## src/rtl/pgr_fft_ctrl.sv

```systemverilog
// pgr_fft_ctrl -- radix-2 in-place FFT address/control sequencer.
// Issues one butterfly pair per RUN cycle, drains the RAM and butterfly
// pipeline between levels, and delays strobes and addresses to line up
// with the multiplier and the write-back port.
// Optional feature macro: PGR_FFT_CTRL_HOLD_EN (issue stall via hold).
module pgr_fft_ctrl #(
  parameter int ADDR_WIDTH    = 10,
  parameter int MEM_RD_LAT    = 1,
  parameter int BUTTERFLY_LAT = 1
) (
  input  logic                          clk,
  input  logic                          rst_n,
  input  logic                          start,
  input  logic                          hold,
  output logic                          busy,
  output logic                          done,
  output logic                          rd_en,
  output logic [ADDR_WIDTH-1:0]         rd_addr_a,
  output logic [ADDR_WIDTH-1:0]         rd_addr_b,
  output logic [ADDR_WIDTH-2:0]         tw_addr,
  output logic                          mult_en,
  output logic                          first_lev_s,
  output logic [ADDR_WIDTH-1:0]         fft_i_index,
  output logic                          wr_en,
  output logic [ADDR_WIDTH-1:0]         wr_addr_a,
  output logic [ADDR_WIDTH-1:0]         wr_addr_b,
  output logic [$clog2(ADDR_WIDTH)-1:0] level
);

  localparam int LW  = $clog2(ADDR_WIDTH);
  localparam int TOT = MEM_RD_LAT + BUTTERFLY_LAT;
  localparam logic [2:0]    DRAIN_LAST = 3'(TOT - 1);
  localparam logic [LW-1:0] LAST_S     = LW'(ADDR_WIDTH - 1);

  typedef enum logic [1:0] {S_IDLE, S_RUN, S_DRAIN, S_DONE} state_t;

  state_t                r_state, w_state_nxt;
  logic [ADDR_WIDTH-2:0] r_k;
  logic [LW-1:0]         r_s;
  logic [2:0]            r_dcnt;
  logic                  w_hold;
  logic                  w_issue;
  logic                  w_drain_end;

`ifdef PGR_FFT_CTRL_HOLD_EN
  assign w_hold = hold;
`else
  logic w_unused_hold;
  assign w_unused_hold = hold;
  assign w_hold        = 1'b0;
`endif

  assign w_issue     = (r_state == S_RUN) && !w_hold;
  assign w_drain_end = (r_state == S_DRAIN) && (r_dcnt == DRAIN_LAST);

  // State register
  always_ff @(posedge clk or negedge rst_n) begin
    if (!rst_n) r_state <= S_IDLE;
    else        r_state <= w_state_nxt;
  end

  // Next-state: RUN issues a level, DRAIN waits out the pipeline so the
  // next level never reads ahead of the last write of this one
  always_comb begin
    w_state_nxt = r_state;
    case (r_state)
      S_IDLE:  if (start) w_state_nxt = S_RUN;
      S_RUN:   if (w_issue && (r_k == '1)) w_state_nxt = S_DRAIN;
      S_DRAIN: if (w_drain_end) w_state_nxt = (r_s == LAST_S) ? S_DONE : S_RUN;
      S_DONE:  w_state_nxt = S_IDLE;
      default: w_state_nxt = S_IDLE;
    endcase
  end

  // Butterfly index k, level s and drain counter
  always_ff @(posedge clk or negedge rst_n) begin
    if (!rst_n) begin
      r_k    <= '0;
      r_s    <= '0;
      r_dcnt <= '0;
    end else begin
      // k is N/2 wide, so it wraps to 0 after the last butterfly of a level
      if (w_issue) r_k <= r_k + 1'b1;
      if (r_state == S_DRAIN) r_dcnt <= r_dcnt + 1'b1;
      else                    r_dcnt <= '0;
      if (w_drain_end) r_s <= (r_s == LAST_S) ? '0 : r_s + 1'b1;
    end
  end

  // Address generation: split k at bit s and insert a 0 there
  logic [ADDR_WIDTH-1:0] w_bit, w_mask, w_k_ext, w_addr_a, w_addr_b;
  logic [ADDR_WIDTH-2:0] w_tw;
  logic [LW-1:0]         w_tw_sh;

  assign w_bit    = ADDR_WIDTH'(1) << r_s;
  assign w_mask   = w_bit - ADDR_WIDTH'(1);
  assign w_k_ext  = {1'b0, r_k};
  assign w_addr_a = ((w_k_ext & ~w_mask) << 1) | (w_k_ext & w_mask);
  assign w_addr_b = w_addr_a | w_bit;
  assign w_tw_sh  = LW'(ADDR_WIDTH - 1) - r_s;
  assign w_tw     = (r_k & w_mask[ADDR_WIDTH-2:0]) << w_tw_sh;

  // Addresses are zeroed when no pair is issued so idle outputs stay quiet
  assign rd_en     = w_issue;
  assign rd_addr_a = w_issue ? w_addr_a : '0;
  assign rd_addr_b = w_issue ? w_addr_b : '0;
  assign tw_addr   = w_issue ? w_tw     : '0;

  assign busy  = (r_state != S_IDLE);
  assign done  = (r_state == S_DONE);
  assign level = r_s;

  // Delay lines: pure shift registers, independent of the FSM
  logic                  r_en_dly [1:TOT];
  logic [ADDR_WIDTH-1:0] r_a_dly  [1:TOT];
  logic [ADDR_WIDTH-1:0] r_b_dly  [1:TOT];
  logic                  r_fl_dly [1:MEM_RD_LAT];

  // Shift strobes and addresses one stage per cycle
  always_ff @(posedge clk or negedge rst_n) begin
    if (!rst_n) begin
      for (int i = 1; i <= TOT; i++) begin
        r_en_dly[i] <= 1'b0;
        r_a_dly[i]  <= '0;
        r_b_dly[i]  <= '0;
      end
      for (int i = 1; i <= MEM_RD_LAT; i++) r_fl_dly[i] <= 1'b0;
    end else begin
      r_en_dly[1] <= rd_en;
      r_a_dly[1]  <= rd_addr_a;
      r_b_dly[1]  <= rd_addr_b;
      r_fl_dly[1] <= w_issue && (r_s == '0);
      for (int i = 2; i <= TOT; i++) begin
        r_en_dly[i] <= r_en_dly[i-1];
        r_a_dly[i]  <= r_a_dly[i-1];
        r_b_dly[i]  <= r_b_dly[i-1];
      end
      for (int i = 2; i <= MEM_RD_LAT; i++) r_fl_dly[i] <= r_fl_dly[i-1];
    end
  end

  assign mult_en     = r_en_dly[MEM_RD_LAT];
  assign fft_i_index = r_a_dly[MEM_RD_LAT];
  assign first_lev_s = r_fl_dly[MEM_RD_LAT];
  assign wr_en       = r_en_dly[TOT];
  assign wr_addr_a   = r_a_dly[TOT];
  assign wr_addr_b   = r_b_dly[TOT];

endmodule

```

## config.mk

```make
export PLATFORM = sky130hd
export DESIGN_NAME = pgr_fft_ctrl
export DESIGN_NICKNAME = d
export VERILOG_FILES = /design/src/rtl/pgr_fft_ctrl.sv
export SDC_FILE = /design/constraint.sdc
export NUM_CORES = 1
export LEC_CHECK = 0
export BUFFER_PORTS_ARGS = -buffer_cell sky130_fd_sc_hd__buf_2
export CELL_PAD_IN_SITES_DETAIL_PLACEMENT = 0
export CELL_PAD_IN_SITES_GLOBAL_PLACEMENT = 1
export CORE_AREA = 2 2 90 92
export DETAILED_ROUTE_END_ITERATION = 16
export DIE_AREA = 0 0 92 94
export PLACE_DENSITY_LB_ADDON = 0.1
export SETUP_SLACK_MARGIN = 0.2
export SYNTH_ARGS = -nofsm -noshare
export SYNTH_HDL_FRONTEND = slang
export SYNTH_SLANG_ARGS = --single-unit
export TNS_END_PERCENT = 1
```

## constraint.sdc

```tcl
create_clock -name clk -period 4 [get_ports clk]
set_input_delay 0 -clock clk [delete_from_list [all_inputs] [get_ports clk]]
set_output_delay 0 -clock clk [all_outputs]
set_load 0.02 [all_outputs]
```

After elaboration in Yosys (flattened, before gate mapping)
Index checks and enable logic that the tools add are counted.
{"block": "word_totals", "regBits": 61, "latch_bits": 0, "ramBits": 0, "mem_bits_ro": 0, "inputBits": 4, "out_inout_bits": 69, "elab_cells": 50, "n_memories": 0}
{"block": "classes", "addsub": 5, "mul": 0, "div": 0, "magnitude_cmp": 0, "eq_ne": 9, "shifts": 2, "n_mux": 10, "bitwise_logic": 6, "reduce_logical": 7}
{"op": "two-way mux 10 bit", "count": 2}
{"op": "bitwise OR 10 bit", "count": 2}
{"op": "AND 9 bit", "count": 2}
{"op": "AND 9 x 10 -> 10 bit", "count": 1}
{"op": "<< shifter 1 x 4 -> 10 bit (first input constant)", "count": 1}
{"op": "subtractor 10 x 1 -> 10 bit (second input constant)", "count": 1}
{"op": "adder 9 x 1 -> 9 bit (second input constant)", "count": 1}
{"op": "equality test 9 bit (second input constant)", "count": 1}
{"op": "two-way mux 9 bit", "count": 1}
{"op": "inverter 9 bit", "count": 1}
{"op": "<< shifter 9 x 4 -> 9 bit", "count": 1}
{"op": "two-way mux 2 bit", "count": 4}
{"op": "one-hot mux 2 bit (4 select lines)", "count": 1}
{"op": "adder 4 x 1 -> 4 bit (second input constant)", "count": 1}
{"op": "equality test 2 bit (second input constant)", "count": 2}
{"op": "equality test 4 bit (second input constant)", "count": 1}
{"op": "zero test 4 bit", "count": 1}
{"op": "two-way mux 4 bit", "count": 1}
{"op": "inequality test 2 bit (second input constant)", "count": 2}
{"op": "subtractor 4 bit (first input constant)", "count": 1}
{"op": "adder 3 x 1 -> 3 bit (second input constant)", "count": 1}
{"op": "equality test 3 x 1 -> 1 bit (second input constant)", "count": 1}
{"op": "logical AND 1 bit", "count": 3}
{"op": "two-way mux 3 bit", "count": 1}
{"op": "5 further kinds", "count": 5}

Longest topological paths before layout
{"block": "depth", "word_depth": 7, "mapped_depth": 12, "mapped_depth_nobuf": 9}

Worst setup path after synthesis
No wires, ideal clock.
{"block": "synth_timing", "kind": "register to output", "from": "register r_s[0], in the netlist level[0]", "to": "output port tw_addr[4]", "arrival_ps": 3027, "t_required_ps": 4000, "slack_ps": 973, "path_stages_with_launch": 12, "n_path_buf": 3, "cell_sequence": "dfrtp_1 -> buf_2 -> inv_1 -> buf_2 -> ha_1 -> or3b_1 -> buf_2 -> ha_1 -> nor2b_1 -> a221oi_2 -> or3_1 -> a21oi_1"}
{"block": "synth_via", "elab_chain_cells": 5, "elab_cells_between_ends": 6, "cone_classes": "2 x add/sub; 2 x shift; 1 x mux; 1 x bitwise"}
{"element": "start, declared", "line_no": "39", "rtl": "logic [LW-1:0] r_s;"}
{"element": "start signal, assigned", "line_no": "86", "rtl": "if (w_drain_end) r_s <= (r_s == LAST_S) ? '0 : r_s + 1'b1;"}
{"element": "<< shifter 1 x 4 -> 10 bit", "line_no": "95", "rtl": "assign w_bit = ADDR_WIDTH'(1) << r_s;"}
{"element": "subtractor 10 x 1 -> 10 bit", "line_no": "96", "rtl": "assign w_mask = w_bit - ADDR_WIDTH'(1);"}
{"element": "AND 9 bit", "line_no": "101", "rtl": "assign w_tw = (r_k & w_mask[ADDR_WIDTH-2:0]) << w_tw_sh;"}
{"element": "<< shifter 9 x 4 -> 9 bit (*)", "line_no": "101"}
{"element": "two-way mux 9 bit (*)", "line_no": "107", "rtl": "assign tw_addr = w_issue ? w_tw : '0;"}
{"element": "end, declared", "line_no": "20", "rtl": "output logic [ADDR_WIDTH-2:0] tw_addr,"}
Mark *: on every way between the ends. The rest lies on a longest branch, timed or not.

Worst setup path in the final report
{"block": "layout_timing", "from": "register r_s[1], in the netlist level[1]", "to": "output port rd_addr_b[6]"}
{"block": "layout_via", "elab_chain_cells": 7, "elab_cells_between_ends": 8, "cone_classes": "1 x add/sub; 1 x shift; 1 x mux; 5 x bitwise"}
{"element": "<< shifter 1 x 4 -> 10 bit (*)", "line_no": "95"}
{"element": "subtractor 10 x 1 -> 10 bit", "line_no": "96"}
{"element": "inverter 9 bit", "line_no": "98", "rtl": "assign w_addr_a = ((w_k_ext & ~w_mask) << 1) | (w_k_ext & w_mask);"}
{"element": "AND 9 bit", "line_no": "98"}
{"element": "bitwise OR 10 bit", "line_no": "98"}
{"element": "bitwise OR 10 bit (*)", "line_no": "99", "rtl": "assign w_addr_b = w_addr_a | w_bit;"}
{"element": "two-way mux 10 bit (*)", "line_no": "106", "rtl": "assign rd_addr_b = w_issue ? w_addr_b : '0;"}
{"element": "end, declared", "line_no": "19", "rtl": "output logic [ADDR_WIDTH-1:0] rd_addr_b,"}
Marks and branches as above.

==> run summary <==
The run finished with clean final reports. The count of fill cells added during filler insertion is 773. The number of antenna violations at the first check in global routing came out at 0.

The tightest hold path in the finished design has a slack of 347 ps. Clock tree synthesis inserted a total of 9 buffers. The max-cap violation count came out at 0.

The area growth from synthesis to layout came out at 20.0%. The part of the cycle the worst path needs is 0.799. The routed wire length is 7150 µm. The worst-case reg-to-reg path depth came out at 9. The hold violation total from the final report came out at 0. Sorting the synthesized cells by area gives the leading types as dfrtp_1 (51%), ha_1 (5.4%), nor2_1 (3.7%). The data arrival time of the critical path is 3190 ps. The most congested layer reported by global routing is met1. The repair_antennas step left the layout with diodes totalling 0. The post-route DRC violation count is 0. STA classifies the critical path startpoint as a register. Entering global routing, the biggest net connects 62 pins.

The number of placed instances, taps included came out at 445. The critical path is of the register to primary output type. The most common cell in the synthesized netlist is dfrtp_1. Across the VDD grid, the largest voltage drop is 159 µV.

In this run the deepest clock path goes through 2 buffers. The critical path goes through inv_1, ha_1, or3b_1, ha_1, and3_2, o2111a_2, a21o_1, a21oi_1, a21oi_1, buf_2. The relative slew slack is 0.452. The count of buffers added by post-CTS timing repair for setup came out at 0. The synthesized instance count is 291. The number of synthesis warnings came out at 0. The clock transition at the registers of the reported paths came out at 70 ps. The cell leakage power came out at 0.00171 µW. The number of H-tree levels is 3. The total of flip-flops plus latches after synthesis came out at 61. Input and output buffers added on the ports amount to 71. The fmax is 313 MHz. The number of top-level design ports came out at 73. The total count of max-transition violations in the final report is 0. The vias per cell came out at 4.98. The min-delay analysis places its worst path in the category primary input to asynchronous set/reset pin. TritonCTS built the clock tree. The summed instance area of the synthesized netlist came out at 3010 µm². The global-route met1 utilization came out at 0.266.

The total iterations of the first detailed-routing run is 4. For this design, the slowest cell found on the critical path is or3b_1. The setup skew after layout is 8.29 ps. For this run, global-route usage on met3 was measured as 0.0465. Power spread over the standard cell area amounts to 343 nW/µm². The overall die area came out at 8650 µm². Summing over every cut layer, the via total after detailed routing is 2,305. The number of nets in the finished design came out at 373. For the worst setup path, the data required time is 4000 ps. The number of hold-repair buffers added at the cts stage is 2. The maximum fanout encountered on the critical timing path came out at 9. The initial standard-cell utilization of the core came out at 0.395.

In this run the remaining antenna-violating nets after routing total 0. The fraction of met2 tracks used by global routing is 0.249. The share of Yosys cell area claimed by the top area cell type came out at 0.508.

Of all flip-flops after synthesis, the portion carrying an async set or reset was 1.00. The core outline area came out at 7610 µm². Once the clock tree was built, the resizer swapped 0 gates to a different size.

The number of buffers and inverters on the critical path is 2. Ranked by instance count, the synthesized netlist is headed by dfrtp_1 (61), nor2_1 (30), nand2_1 (27). The finished layout holds 463 standard cells, fillers aside. The number of enable flip-flop cells after synthesis came out at 0.

The part of the Yosys area used for sequential elements is 0.508. The net count of the mapped netlist is 308. Across all register-to-register paths, the minimum setup slack is 1190 ps. The first-pass GRT wire length came out at 11,700 µm. The post-route total power came out at 1240 µW. The number of rows created at floorplan came out at 32. STA classifies the critical path endpoint as a primary output. The sum of overflow across all layers after global routing is 0. The biggest area contributor in the post-synthesis netlist is dfrtp_1. Routability-driven placement finished with a final weighted congestion of 0.839. The actual transition at the worst max-transition pin came out at 822 ps.

In this design, the stage delay of the slowest critical-path cell is 460 ps. Setup repair after global routing left no endpoint under its margin. The clock sink count is 61. Across every metal layer, demand over resource in global routing totals 0.178. At the later pin of the worst-skew pair, clock insertion delay measures 340 ps.

The clock period minus worst slack is 3190 ps. The HPWL after detailed placement is 5070 µm. Summing all non-filler instances in the final layout gives an area of 3610 µm². The source of the worst register-to-register timing path is level[1]$_DFFE_PN0P_. The area of placed instances came out at 3360 µm².

The number of failing setup endpoints in the final timing report came out at 0. The number of global-route vias before repair was 2,150. The ratio of cells with drive above 1 in the final layout came out at 0.296.

The horizontal die dimension is 92 µm. The dominant synthesized flop cell is dfrtp_1. The reg-to-reg critical path endpoint is r_b_dly[16]$_DFF_PN0_. For the final routed database, the setup TNS stands at 0 ps.

The mean area per synthesized cell came out at 10.3 µm². Dividing the detail-routed wire length by the instance count gives 15.4 µm. For this block, the initial DRC count from the detailed router was 158.

The clock root buffer is clkbuf_8. The number of distinct library cell variants in the gate-level netlist after synthesis is 62. Grouping stages by cell kind, the critical path spends the most delay in compound AO/OA/AOI/OAI gates. The vertical extent of the die came out at 94 µm.
## registers in the layout, summed over array words and instances, names as in the netlist
signal,count
r_k,9
wr_addr_a,10
wr_addr_b,10
wr_en,1
r_dcnt,3
r_state,2
first_lev_s,1
level,4
mult_en,1
r_b_dly,10
fft_i_index,10
## per-stage QoR
step,utilization,setup slack (ps)
after floorplan,-,973
after global placement,0.442,1170
after detailed placement,0.442,1150
after CTS,0.474,761
after global routing,0.474,524
final,0.474,806
## where the power goes
group / leakage (µW) / internal [µW] / switching, µW
logic: 0.000861 / 2.60 / 11.5
registers: 0.000740 / 616 / 0
clock network: 0.000110 / 354 / 254
## cells in the final DEF, fill, tap and decap left out, types with 4 or more instances in the layout
| cell | synthesis | layout |
|---|---|---|
| a21oi_1 | 13 | 13 |
| a31oi_1 | 5 | 5 |
| buf_2 | 6 | 71 |
| buf_4 | 13 | 7 |
| clkbuf_8 | 0 | 9 |
| dfrtp_1 | 61 | 61 |
| ha_1 | 13 | 13 |
| inv_1 | 15 | 15 |
| nand2_1 | 27 | 27 |
| nand2b_1 | 6 | 6 |
| nand3_1 | 6 | 6 |
| nand4_1 | 4 | 4 |
| nor2_1 | 30 | 30 |
| o211ai_1 | 4 | 4 |
| o21ai_0 | 9 | 9 |
| xnor2_1 | 10 | 10 |
## area by class of cell
| cell class | count | area (µm²) | share of cell area |
|---|---|---|---|
| clock buffers | 9 | 124 | 0.0344 |
| repair buffers | 80 | 428 | 0.119 |
| clock inverters | 7 | 98.8 | 0.0274 |
| well taps | 102 | 128 | 0.0354 |
| flip-flops and latches | 61 | 1530 | 0.423 |
| multi-input cells | 189 | 1240 | 0.345 |
| inverters | 15 | 56.3 | 0.0156 |
## how the worst max path moves through the flow
| stage | startpoint | to | cells after the start |
|---|---|---|---|
| after global placement | level[1]$_DFFE_PN0P_ | rd_addr_b[6] | 10 |
| final | level[1]$_DFFE_PN0P_ | rd_addr_b[6] | 10 |
| after CTS | level[1]$_DFFE_PN0P_ | rd_addr_b[6] | 10 |
| after detailed placement | level[1]$_DFFE_PN0P_ | rd_addr_b[6] | 10 |
| after floorplan | level[0]$_DFFE_PN0P_ | tw_addr[4] | 11 |
| after global routing | level[1]$_DFFE_PN0P_ | rd_addr_b[6] | 10 |
## tightest hold or removal path, delay by kind of cell
| kind | cells | cell delay, ps |
|---|---|---|
| buffers and inverters | 3 | 1200 |
## metal layers
| layer | wire (µm) | up-vias |
|---|---|---|
| met1 | 3620 | 1089 |
| met3 | 343 | 6 |
| met4 | 74 | 0 |
| li1 | - | 1138 |
| met5 | 0 | - |
| met2 | 3110 | 72 |
## cell families (layout without fill, tap and decap cells)
| group | after synthesis | in the layout | synth area share |
|---|---|---|---|
| flops | 61 | 61 | 0.508 |
| compound gates | 65 | 65 | 0.156 |
| xor+xnor | 11 | 11 | 0.0321 |
| fa+ha+maj | 13 | 13 | 0.0541 |
| simple gates | 97 | 97 | 0.162 |
| buf+inv | 41 | 111 | 0.0779 |
| mux | 3 | 3 | 0.0104 |
(Power assumes the default switching activity.)
